### config.mk
export PLATFORM = sky130hd
export DESIGN_NAME = adder_arbiter
export DESIGN_NICKNAME = d
export VERILOG_FILES = /design/src/rtl/adder_arbiter.sv
export SDC_FILE = /design/constraint.sdc
export NUM_CORES = 1
export LEC_CHECK = 0
export BUFFER_PORTS_ARGS = -buffer_cell sky130_fd_sc_hd__buf_2
export CORE_ASPECT_RATIO = 2
export CORE_MARGIN = 2
export CORE_UTILIZATION = 35
export CTS_CLUSTER_SIZE = 30
export DETAILED_ROUTE_END_ITERATION = 16
export PLACE_DENSITY = 0.62
export SLEW_MARGIN = 20
export SYNTH_ARGS = -nofsm -noshare
export SYNTH_HDL_FRONTEND = slang
export SYNTH_SLANG_ARGS = --single-unit
export TNS_END_PERCENT = 100
### constraint.sdc
create_clock -name clk -period 14.62 [get_ports clk]
set_input_delay 3.655 -clock clk [delete_from_list [all_inputs] [get_ports clk]]
set_output_delay 3.655 -clock clk [all_outputs]
set_load 0.005 [all_outputs]
### src/rtl/adder_arbiter.sv
// Round-robin arbiter that shares one WIDTH-bit adder among NREQ requesters and
// returns each sum through a single registered response slot tagged with its requester.
`timescale 1ns/1ps
module adder_arbiter #(
    parameter int NREQ  = 4,
    parameter int WIDTH = 16,
    parameter int IDW   = (NREQ > 2) ? $clog2(NREQ) : 1
) (
    input  logic                  clk,
    input  logic                  rst,
    input  logic [NREQ-1:0]       req_valid_i,
    input  logic [NREQ*WIDTH-1:0] req_a_i,
    input  logic [NREQ*WIDTH-1:0] req_b_i,
    output logic [NREQ-1:0]       req_ready_o,
    output logic                  rsp_valid_o,
    input  logic                  rsp_ready_i,
    output logic [WIDTH-1:0]      rsp_sum_o,
    output logic                  rsp_carry_o,
    output logic [IDW-1:0]        rsp_id_o,
    output logic [15:0]           grant_count_o
);

    logic             rsp_valid_q, rsp_valid_d;
    logic [WIDTH-1:0] rsp_sum_q, rsp_sum_d;
    logic             rsp_carry_q, rsp_carry_d;
    logic [IDW-1:0]   rsp_id_q, rsp_id_d;
    logic [IDW-1:0]   rr_ptr_q, rr_ptr_d;
    logic [15:0]      grant_count_q, grant_count_d;

    logic [2*NREQ-1:0] rot_s;
    logic              found_s;
    logic [IDW:0]      offset_s;
    logic [IDW:0]      gsum_s;
    logic [IDW-1:0]    grant_s;
    logic              can_accept_s;
    logic              accept_s;
    logic [WIDTH-1:0]  a_sel_s;
    logic [WIDTH-1:0]  b_sel_s;
    logic [WIDTH:0]    add_s;

    // Round-robin pick: rotate requests so rr_ptr sits at bit 0, take the lowest set bit.
    always_comb begin
        rot_s    = {req_valid_i, req_valid_i} >> rr_ptr_q;
        found_s  = 1'b0;
        offset_s = {(IDW+1){1'b0}};
        for (int k = 0; k < NREQ; k++) begin
            if (!found_s && rot_s[k]) begin
                found_s  = 1'b1;
                offset_s = (IDW+1)'(k);
            end else begin
                offset_s = offset_s;
            end
        end
        gsum_s = {1'b0, rr_ptr_q} + offset_s;
        if (gsum_s >= (IDW+1)'(NREQ)) begin
            grant_s = IDW'(gsum_s - (IDW+1)'(NREQ));
        end else begin
            grant_s = gsum_s[IDW-1:0];
        end
        can_accept_s = !rsp_valid_q || rsp_ready_i;
        accept_s     = !rst && can_accept_s && found_s;
        if (accept_s) begin
            req_ready_o = {{(NREQ-1){1'b0}}, 1'b1} << grant_s;
        end else begin
            req_ready_o = {NREQ{1'b0}};
        end
    end

    // Shared adder on the granted operands, and next state of the response slot.
    always_comb begin
        a_sel_s       = req_a_i[grant_s*WIDTH +: WIDTH];
        b_sel_s       = req_b_i[grant_s*WIDTH +: WIDTH];
        add_s         = {1'b0, a_sel_s} + {1'b0, b_sel_s};
        rsp_valid_d   = rsp_valid_q;
        rsp_sum_d     = rsp_sum_q;
        rsp_carry_d   = rsp_carry_q;
        rsp_id_d      = rsp_id_q;
        rr_ptr_d      = rr_ptr_q;
        grant_count_d = grant_count_q;
        if (accept_s) begin
            rsp_valid_d   = 1'b1;
            rsp_sum_d     = add_s[WIDTH-1:0];
            rsp_carry_d   = add_s[WIDTH];
            rsp_id_d      = grant_s;
            rr_ptr_d      = (grant_s == IDW'(NREQ-1)) ? {IDW{1'b0}} : grant_s + IDW'(1);
            grant_count_d = grant_count_q + 16'd1;
        end else if (rsp_valid_q && rsp_ready_i) begin
            rsp_valid_d = 1'b0;
        end else begin
            rsp_valid_d = rsp_valid_q;
        end
    end

    // State registers with synchronous reset.
    always_ff @(posedge clk) begin
        if (rst) begin
            rsp_valid_q   <= 1'b0;
            rsp_sum_q     <= {WIDTH{1'b0}};
            rsp_carry_q   <= 1'b0;
            rsp_id_q      <= {IDW{1'b0}};
            rr_ptr_q      <= {IDW{1'b0}};
            grant_count_q <= 16'd0;
        end else begin
            rsp_valid_q   <= rsp_valid_d;
            rsp_sum_q     <= rsp_sum_d;
            rsp_carry_q   <= rsp_carry_d;
            rsp_id_q      <= rsp_id_d;
            rr_ptr_q      <= rr_ptr_d;
            grant_count_q <= grant_count_d;
        end
    end

    assign rsp_valid_o   = rsp_valid_q;
    assign rsp_sum_o     = rsp_sum_q;
    assign rsp_carry_o   = rsp_carry_q;
    assign rsp_id_o      = rsp_id_q;
    assign grant_count_o = grant_count_q;

endmodule

==> results of run 1 <==
## cell families after synthesis
| group | Yosys count |
|---|---|
| multiplexers | 33 |
| XOR/XNOR | 28 |
| AND/OR/NAND/NOR | 125 |
| buffers and inverters | 26 |
| AO/OA/AOI/OAI | 71 |
| flip-flops | 38 |
| adder cells (fa/ha/maj) | 23 |
## cell usage after synthesis, types with 8 or more instances
master    number
a21o_1         8
xor2_1        17
nor2_1        37
mux4_1        29
clkbuf_1       9
dfxtp_1       38
ha_1          22
a21oi_1       27
nand3_1        8
xnor2_1       10
nand2_1       40
## how the worst max path moves through the flow
stage | from | endpoint | slack (ns) | depth (start not counted)
2_1_floorplan | req_valid_i[1] | req_ready_o[0] | 5.37 | 11
3_3_place_gp | req_valid_i[0] | req_ready_o[3] | 5.20 | 12
3_5_place_dp | req_valid_i[0] | req_ready_o[3] | 5.12 | 12
4_1_cts | req_valid_i[0] | req_ready_o[3] | 5.12 | 12
5_1_grt | req_valid_i[0] | req_ready_o[3] | 4.96 | 12
6_report | req_valid_i[0] | req_ready_o[3] | 5.15 | 12
## cell type report
cell class              count  area (um^2)  share of cell area [%]
clock inverters             1        5.005                  0.1142
flip-flops and latches     38        760.7                   17.35
repair buffers            175        878.3                   20.03
multi-input cells         280         2449                   55.85
inverters                   5        18.77                  0.4281
well taps                 104        130.1                   2.968
clock buffers               7        142.6                   3.253
## power groups by stage
stage	registers (uW)	clock network, uW	logic (uW)
after detailed placement	153	0	1120
after floorplan	148	0	928
final	151	107	1120
after global routing	154	115	1260
after CTS	151	110	1130
after global placement	152	0	1110
## state kept, by name, summed over array words and instances, names as in the netlist
signal         flops
rsp_valid_o        1
rsp_carry_o        1
grant_count_o     16
rsp_id_o           2
rsp_sum_o         16
rr_ptr_q           2
## stage by stage
stage                     hold WS, ns  power [uW]  instance area (um^2)  utilization, %
after detailed placement       0.4494        1274                  4237           45.15
after global placement         0.4409        1263                  4237           45.15
final                          0.4520        1381                  4384           46.72
after CTS                      0.4555        1391                  4384           46.72
after floorplan                0.4482        1076                  3371               -
after global routing           0.4688        1530                  4384           46.72
## layout by cell type, fill, tap and decap left out, types with 6 or more instances in the layout
cell type    n
buf_2      174
nand2_1     40
dfxtp_1     38
nor2_1      37
mux4_1      29
a21oi_1     27
ha_1        21
xor2_1      17
xnor2_1     10
nand3_1      8
a21o_1       8
nor3_1       7
o21ai_0      7
and3_1       7
nand2b_1     6
## worst max-delay path, cell delays in order
cell and delay (ns):
buf_2 0.14, nand2b_1 0.15, o22ai_1 0.15, o21ai_0 0.09
nand2_1 0.08, ha_2 0.17, xor2_1 0.23, xnor2_2 0.15
inv_2 0.46, ha_1 0.27, and2_1 0.12, buf_2 0.12
## layer usage
layer / vias to the layer above / track usage (%)
met5: - / 0
met4: 0 / 6.603
met3: 14 / 2.258
met2: 117 / 31.96
met1: 1490 / 17.81
li1: 1618 / -
==> flow_summary.json, run 1 <==
{
  "cts_buffer_depth": 2,
  "ys.flop_type": "dfxtp_1",
  "r2r_end": "rsp_sum_o[12]",
  "fmax_mhz": 105.6,
  "synth_compound_area_share_pct": 13.85,
  "p_seq_share_pct": 10.9,
  "worst_setup_path_start_kind": "input port",
  "setup_ws_ns": 5.150,
  "post-place-ws_ns": 5.121,
  "io_pins": 175,
  "grt_pass1_wl_um": 13990,
  "period_share_pct": 64.78,
  "slew_headroom_pct": 50.01,
  "finalWirelength_um": 9139,
  "vias": 3239,
  "rsz0062_at_grt": "false",
  "initial_core_util_pct": 35.92,
  "drt_iter0_markers": 111,
  "die_area_mm2": 0.01048,
  "intPower_uw": 750.1,
  "first_pass_iters": 4,
  "synth_fa_ha_area_share_pct": 8.760,
  "synth_top_cell_area_share_pct": 22.61,
  "status": "complete, no violations",
  "io_buffer_count": 174,
  "clock-sinks": 38,
  "path_class": "input port to primary output",
  "worstHoldStart": "rsp_sum_o[8]",
  "clockRootBuffer": "clkbuf_16",
  "htreeDepth": 2,
  "cts_tree": "done",
  "hold_violations": 0,
  "syn_to_final_growth_pct": 30.07,
  "antenna_found_initial": 0,
  "wl_met2_um": 5188,
  "synth-seq-cells": 38,
  "syn-instance-count": 344,
  "seq_area_frac_synth_pct": 22.57,
  "clock_latency_ns": 0.28,
  "postCtsHoldBufs": 0,
  "setup_viol": 0,
  "dp_hpwl_um": 7547,
  "n_fill_cell": 918,
  "synth_edf_count": 0,
  "dr_wl_met3_um": 389,
  "synth_xor_area_share_pct": 7.498,
  "cp.arrival_ns": 5.82,
  "maxCapViolations": 0,
  "synth_top_family_by_area": "multiplexers",
  "cp_max_fo": 34,
  "sw_frac_of_total_pct": 45.69,
  "p_per_area_mw_per_mm2": 315.0,
  "die_w_um": 73.39,
  "core_mm2": 0.009384,
  "die_h_um": 142.8,
  "ant_nets": 0,
  "synth.net_count": 502,
  "critPathCaptureType": "primary output",
  "syn-cell-area_mm2": 0.003371,
  "synth.area.top_cells": "mux4_1, dfxtp_1, ha_1",
  "required_ns": 10.97,
  "final_cells": 610,
  "antenna_cells": 0,
  "min_path_cells": 2,
  "overflow": 0,
  "holdPathEnd": "rsp_sum_o[8]",
  "grt_max_degree": 42,
  "async_flop_share_pct": 0,
  "dp.cells": 602,
  "routedWlPerCell_um": 14.98,
  "cts_resized": 0,
  "synthMuxAreaShare_pct": 24.91,
  "reg2regPathDepth": 17,
  "drive_gt1_share_pct": 38.74,
  "grt_usage_pct": 16.77,
  "ys_warn_count": 0,
  "clock_power_share_pct": 7.8,
  "p_leak_uw": 0.002139,
  "avgSynthCellArea_um2": 9.799,
  "min_period_ns": 9.470,
  "post_cts_buffers": 0,
  "cts_buffers": 5,
  "fin_nets": 663,
  "hp-class": "flop to flop",
  "grt_pass1_vias": 3114,
  "met1_length_um": 3443,
  "synthSimpleGateAreaFrac_pct": 17.56,
  "ys_types": 54,
  "yosysTopAreaCell": "mux4_1",
  "drc_errors": 0,
  "gp_congestion": 0.8686,
  "worst_pin_slew_ns": 0.7498,
  "highest_layer": "met4",
  "worstReg2RegStart": "rr_ptr_q[0]",
  "power_switching_uw": 630.9,
  "viasPerCell": 5.310,
  "rows": 50,
  "clock_skew_ns": 0.003303,
  "comb_power_share_pct": 81.3,
  "reg2reg_slack_ns": 10.11,
  "fin_setup_tns_ns": 0,
  "peakVddDrop_mv": 0.1509,
  "path_clk_slew_ns": 0.06,
  "slew_viol_final": 0
}
Note: power is estimated with default switching activity, not from simulation.
==> inputs of run 2 (changes only) <==
--- a/config.mk
+++ b/config.mk
@@ -5,13 +5,14 @@
 export SDC_FILE = /design/constraint.sdc
 export NUM_CORES = 1
 export LEC_CHECK = 0
+export ABC_AREA = 1
 export BUFFER_PORTS_ARGS = -buffer_cell sky130_fd_sc_hd__buf_2
 export CORE_ASPECT_RATIO = 2
 export CORE_MARGIN = 2
 export CORE_UTILIZATION = 35
 export CTS_CLUSTER_SIZE = 30
 export DETAILED_ROUTE_END_ITERATION = 16
-export PLACE_DENSITY = 0.62
+export PLACE_DENSITY = 0.61
 export SLEW_MARGIN = 20
 export SYNTH_ARGS = -nofsm -noshare
 export SYNTH_HDL_FRONTEND = slang
==> constraint.sdc (replaced) <==
create_clock -name clk -period 8.3 [get_ports clk]
set_input_delay 2.075 -clock clk [delete_from_list [all_inputs] [get_ports clk]]
set_output_delay 2.075 -clock clk [all_outputs]
set_load 0.005 [all_outputs]
==> run 2 against run 1 <==
Wire length rose by 24%. Cell count rose by 60%. Clock skew barely moved. Total power rose by 85%. Hold slack got worse by 0.014 ns. Clock-buffer cell count did not move. First-iteration DRC count rose by 35%. Die area rose by 18%. Via count rose by 40%. Core utilization fell by 1.7 points. Register-to-register slack got worse by 5.9 ns. Design area rose by 15%.
==> flow_summary.json, run 2 <==
{
  "status": "complete, no violations",
  "synth_fa_ha_area_share_pct": 7.396,
  "postCtsHoldBufs": 0,
  "antenna_found_initial": 0,
  "cts_resized": 0,
  "seq_area_frac_synth_pct": 19.05,
  "die_h_um": 155.0,
  "clock_latency_ns": 0.28,
  "p_leak_uw": 0.002838,
  "peakVddDrop_mv": 0.1999,
  "rows": 55,
  "ys_warn_count": 0,
  "final_cells": 979,
  "worst_setup_path_start_kind": "input port",
  "dp_hpwl_um": 9434,
  "ys_types": 35,
  "holdWs_ns": 0.4380,
  "placed_area_mm2": 0.004901,
  "io_buffer_count": 174,
  "first_pass_iters": 4,
  "grt_max_degree": 68,
  "synth_edf_count": 0,
  "synth-seq-cells": 38,
  "viasPerCell": 4.621,
  "critPathMaxStageDelay_ns": 0.62,
  "clock_skew_ns": 0.003478,
  "grt_usage_pct": 18.44,
  "slew_headroom_pct": 44.97,
  "crit_chain": "buf_2, nand2_1, nand3_1, nand2_2, nand3_1, a21boi_0, ha_4, buf_4, ha_1, inv_1, nor2_1, buf_2",
  "post_cts_buffers": 0,
  "grt_pass1_wl_um": 18350,
  "grt_pass1_vias": 4092,
  "stdcell_area_mm2": 0.005049,
  "synth_top_cell_area_share_pct": 30.27,
  "maxCapViolations": 0,
  "utilization_pct": 45.01,
  "critPathSlowestCell": "buf_4",
  "critPathBufInv": 4,
  "avgSynthCellArea_um2": 5.897,
  "clock-sinks": 38,
  "antenna_cells": 0,
  "synthSimpleGateAreaFrac_pct": 41.65,
  "initial_core_util_pct": 35.59,
  "synth_compound_area_share_pct": 9.621,
  "cts_buffer_depth": 2,
  "final_cell_mix": "nand2_1, buf_2, inv_1",
  "p_per_area_mw_per_mm2": 505.9,
  "required_ns": 6.23,
  "syn-cell-area_mm2": 0.003993,
  "rsz0062_at_grt": "false",
  "drt_iter0_markers": 150,
  "final_common_cell": "nand2_1",
  "clockRootBuffer": "clkbuf_16",
  "drive_gt1_share_pct": 25.33,
  "drc_errors": 0,
  "overflow": 0,
  "cts_tree": "done",
  "syn_to_final_growth_pct": 26.45,
  "synth.net_count": 835,
  "ys.flop_type": "dfxtp_1",
  "synth.area.top_cells": "nand2_1, dfxtp_1, mux2i_1",
  "fin_nets": 994,
  "syn-instance-count": 677,
  "synth.most_common_cell": "nand2_1",
  "htreeDepth": 2,
  "cts_buffers": 5,
  "vias": 4524,
  "synth_top_family_by_area": "simple AND/OR/NAND/NOR gates",
  "worst_pin_slew_ns": 0.8235,
  "gp_congestion": 0.8826,
  "ant_nets": 0,
  "synth_xor_area_share_pct": 4.168,
  "fmax_mhz": 160.4,
  "routedWlPerCell_um": 11.58,
  "min_period_ns": 6.233,
  "setup_viol": 0,
  "async_flop_share_pct": 0,
  "hp-class": "flop to flop",
  "yosysTopAreaCell": "nand2_1",
  "finalWirelength_um": 11330,
  "synthTopCellsByCount": "nand2_1, inv_1, nor2_1",
  "core_mm2": 0.01122,
  "die_w_um": 79.52,
  "path_class": "input port to primary output",
  "hold_violations": 0,
  "path_delay_family": "buffers and inverters",
  "io_pins": 175,
  "period_share_pct": 75.10,
  "critPathCaptureType": "primary output",
  "slew_viol_final": 0,
  "dp.cells": 971,
  "die_area_mm2": 0.01233,
  "cp.arrival_ns": 4.16,
  "synthMuxAreaShare_pct": 8.023,
  "cp_max_fo": 67,
  "path_clk_slew_ns": 0.05,
  "fin_setup_tns_ns": 0
}
==> run 2: changes by cell type in the layout (fill, tap and decap cells not counted), moves of 5 or more <==
cell / change
nand3_1: +24
mux2i_1: +31
and3_1: -7
nand2_2: +7
nand2_1: +282
mux4_1: -29
o21ai_0: +13
nand2b_1: -6
xnor2_1: -7
o21ai_2: +12
inv_1: +51
a21o_1: -8
nor2_1: +5
==> run 2: final cells by class <==
| type | instances | area (um^2) |
|---|---|---|
| fill | 1305 | 6168 |
| multi-input combinational | 554 | 2841 |
| timing repair buffer | 177 | 893.4 |
| sequential | 38 | 760.7 |
| inverter | 60 | 227.7 |
| tap | 142 | 177.7 |
| clock buffer | 7 | 142.6 |
| clock inverter | 1 | 5.005 |
==> run 2: path summary, 6_finish.rpt <==
kind	end	from	slack [ns]	cells after the start
worst max-delay path	req_ready_o[3]	req_valid_i[1]	2.07	12
worst min-delay path	rsp_sum_o[1]	rsp_sum_o[1]	0.44	2
worst max register to register	rsp_sum_o[12]	rr_ptr_q[0]	4.20	22
worst min register to register	rsp_sum_o[1]	rsp_sum_o[1]	0.44	2
==> run 2: power by group <==
part | switching [uW] | internal (uW)
clock | 70.1 | 119
combinational | 1320 | 775
sequential | 32.5 | 240
total | 1420 | 1130
==> run 2: worst register-to-register path: cells and delay by family, from the launching register on <==
family                     cells  cell delay, ns
DFF                            1            0.52
buffers and inverters          2            0.60
adders and majority gates      3            0.95
AOI/OAI and AO/OA              2            0.44
xor gates and xnor gates       1            0.06
and+or+nand+nor               14            1.43
==> run 2: metal layers <==
| metal | GRT usage (%) | share of wire [%] | vias to the layer above |
|---|---|---|---|
| met5 | 0 | 0 | - |
| met4 | 6.240 | 2.1 | 0 |
| met3 | 1.102 | 3.9 | 13 |
| met2 | 37.05 | 56 | 130 |
| met1 | 19.32 | 38 | 1942 |
| li1 | - | - | 2439 |
==> run 2: cell families (layout without fill, tap and decap cells) <==
kind of cell               count (synthesis)  in the layout
adders and majority gates                 23             23
muxes                                     32             32
DFF                                       38             38
AOI/OAI and AO/OA                         64             64
buffers and inverters                     85            245
xor gates and xnor gates                  19             19
and+or+nand+nor                          416            416
==> run 2: metrics by stage <==
stage	setup WS (ns)	total power (uW)
2_1_floorplan	2.545	1945
3_3_place_gp	2.052	2394
3_5_place_dp	2.019	2399
4_1_cts	2.024	2603
5_1_grt	1.842	2918
6_report	2.067	2554
==> inputs of run 3 (changes only) <==
--- a/config.mk
+++ b/config.mk
@@ -12,7 +12,7 @@
 export CORE_UTILIZATION = 35
 export CTS_CLUSTER_SIZE = 30
 export DETAILED_ROUTE_END_ITERATION = 16
-export PLACE_DENSITY = 0.61
+export PLACE_DENSITY = 0.59
 export SLEW_MARGIN = 20
 export SYNTH_ARGS = -nofsm -noshare
 export SYNTH_HDL_FRONTEND = slang
==> constraint.sdc (replaced) <==
create_clock -name clk -period 6.1 [get_ports clk]
set_input_delay 1.525 -clock clk [delete_from_list [all_inputs] [get_ports clk]]
set_output_delay 1.525 -clock clk [all_outputs]
set_load 0.005 [all_outputs]
==> run 3 against run 2 <==
Clock power rose by 34%. Total power grew 38%. Non-clock buffer count up 3. Via count up 0.55%. Die area unchanged. Design area is essentially flat.
==> flow_summary.json, run 3 (synthesis gave the netlist of run 2 again) <==
{
  "dp.cells": 974,
  "vias": 4549,
  "path_class": "input port to primary output",
  "fin_setup_tns_ns": 0,
  "cts_buffer_depth": 2,
  "gp_congestion": 0.8436,
  "crit_chain": "buf_2, nand2_1, nand3_1, nand2_2, nand3_1, a21boi_0, ha_2, clkinv_1, ha_1, inv_1, nor2_1, buf_2",
  "period_share_pct": 83.71,
  "cts_tree": "done",
  "final_cell_mix": "nand2_1, buf_2, inv_1",
  "status": "complete, no violations",
  "worst_setup_path_start_kind": "input port",
  "worstHoldStart": "rsp_sum_o[1]",
  "utilization_pct": 45.04,
  "first_pass_iters": 4,
  "critPathMaxStageDelay_ns": 0.64,
  "fin_nets": 997,
  "path_clk_slew_ns": 0.05,
  "r2r_end": "rsp_sum_o[12]",
  "antenna_found_initial": 0,
  "drc_errors": 0,
  "worstReg2RegStart": "rr_ptr_q[0]",
  "fmax_mhz": 195.8,
  "setup_ws_ns": 0.9934,
  "cp.arrival_ns": 3.58,
  "reg2regPathDepth": 22,
  "clock_skew_ns": 0.004351,
  "die_area_mm2": 0.01233,
  "clock-sinks": 38,
  "finalWirelength_um": 11860,
  "initial_core_util_pct": 35.59,
  "post-place-ws_ns": 0.8704,
  "postCtsHoldBufs": 0,
  "min_period_ns": 5.107,
  "maxCapViolations": 0,
  "n_fill_cell": 1278,
  "htreeDepth": 2,
  "final_cells": 980,
  "clock_latency_ns": 0.28,
  "path_delay_family": "adder cells",
  "hp-class": "flop to flop",
  "worst_pin_slew_ns": 0.8253,
  "syn_to_final_growth_pct": 26.54,
  "required_ns": 4.58,
  "ant_nets": 0,
  "dp_hpwl_um": 10000,
  "clockRootBuffer": "clkbuf_16",
  "drt_iter0_markers": 88,
  "slew_viol_final": 0,
  "grt_usage_pct": 19.29,
  "grt_pass1_vias": 4402,
  "p_per_area_mw_per_mm2": 700.1,
  "peakVddDrop_mv": 0.5058,
  "slew_headroom_pct": 44.85,
  "drive_gt1_share_pct": 25.54,
  "setup_viol": 0,
  "die_w_um": 79.52,
  "critPathCaptureType": "primary output",
  "final_common_cell": "nand2_1",
  "io_buffer_count": 174,
  "grt_pass1_wl_um": 19280,
  "critPathBufInv": 4,
  "hold_violations": 0,
  "post_cts_buffers": 0,
  "viasPerCell": 4.642,
  "die_h_um": 155.0,
  "rows": 55,
  "reg2reg_slack_ns": 1.99,
  "core_mm2": 0.01122,
  "cp_max_fo": 21,
  "cts_buffers": 5,
  "io_pins": 175,
  "min_path_cells": 2,
  "p_leak_uw": 0.002847,
  "holdPathEnd": "rsp_sum_o[1]",
  "critPathSlowestCell": "ha_2",
  "routedWlPerCell_um": 12.11,
  "cts_resized": 0,
  "overflow": 0,
  "grt_max_degree": 45,
  "antenna_cells": 0,
  "rsz0062_at_grt": "false"
}
## run 3: cell count changes in the layout (fill, tap and decap cells not counted), sizes merged
| cell | delta |
|---|---|
| buf | +3 |
| clkbuf | -1 |
| clkinv | -1 |
## run 3: metrics by stage
step | hold WS, ns | power, uW | cell area [um^2]
after floorplan | 0.4412 | 2647 | 3993
after global placement | 0.4248 | 3318 | 4913
after detailed placement | 0.4286 | 3322 | 4913
after CTS | 0.4430 | 3590 | 5052
after global routing | 0.4660 | 4014 | 5052
final | 0.4419 | 3537 | 5052
## run 3: routing by layer
layer	vias up	GRT usage [%]	share of wire [%]
met1	1938	18.60	36
met3	25	1.914	4.3
met5	-	0	0
li1	2442	-	-
met2	144	39.26	56
met4	0	8.128	3.8
## run 3: how the worst max path moves through the flow
| stage | startpoint | endpoint | slack (ns) | depth (start not counted) |
|---|---|---|---|---|
| 6_report | req_valid_i[1] | req_ready_o[2] | 0.99 | 12 |
| 5_1_grt | req_valid_i[1] | req_ready_o[2] | 0.74 | 12 |
| 4_1_cts | req_valid_i[1] | req_ready_o[2] | 0.98 | 12 |
| 3_5_place_dp | req_valid_i[1] | rsp_sum_o[12] | 0.87 | 23 |
| 3_3_place_gp | req_valid_i[1] | rsp_sum_o[12] | 0.89 | 23 |
| 2_1_floorplan | req_valid_i[1] | req_ready_o[0] | 1.44 | 15 |
## run 3: final cells by class
type                            count  area (um^2)  area share (%)
Clock buffer                        6        138.9           2.749
Timing Repair Buffer              180        915.9           18.13
Tap cell                          142        177.7           3.517
Inverter                           60        227.7           4.507
Multi-Input combinational cell    554         2831           56.04
Sequential cell                    38        760.7           15.06
## run 3: power by group
part           switching (uW)  leakage, uW  internal [uW]  total, uW
sequential               46.7     0.000313            326        373
combinational            1840      0.00247           1070       2910
clock                    95.4    0.0000688            158        253
total                    1980      0.00285           1560       3540
## run 3: worst reg2reg max path: cells and delay by family (launching register included)
family          cells  cell delay [ns]
flops               1             0.47
simple gates       15             1.32
compound gates      2             0.15
buf+inv             2             0.69
fa+ha+maj           3             1.39
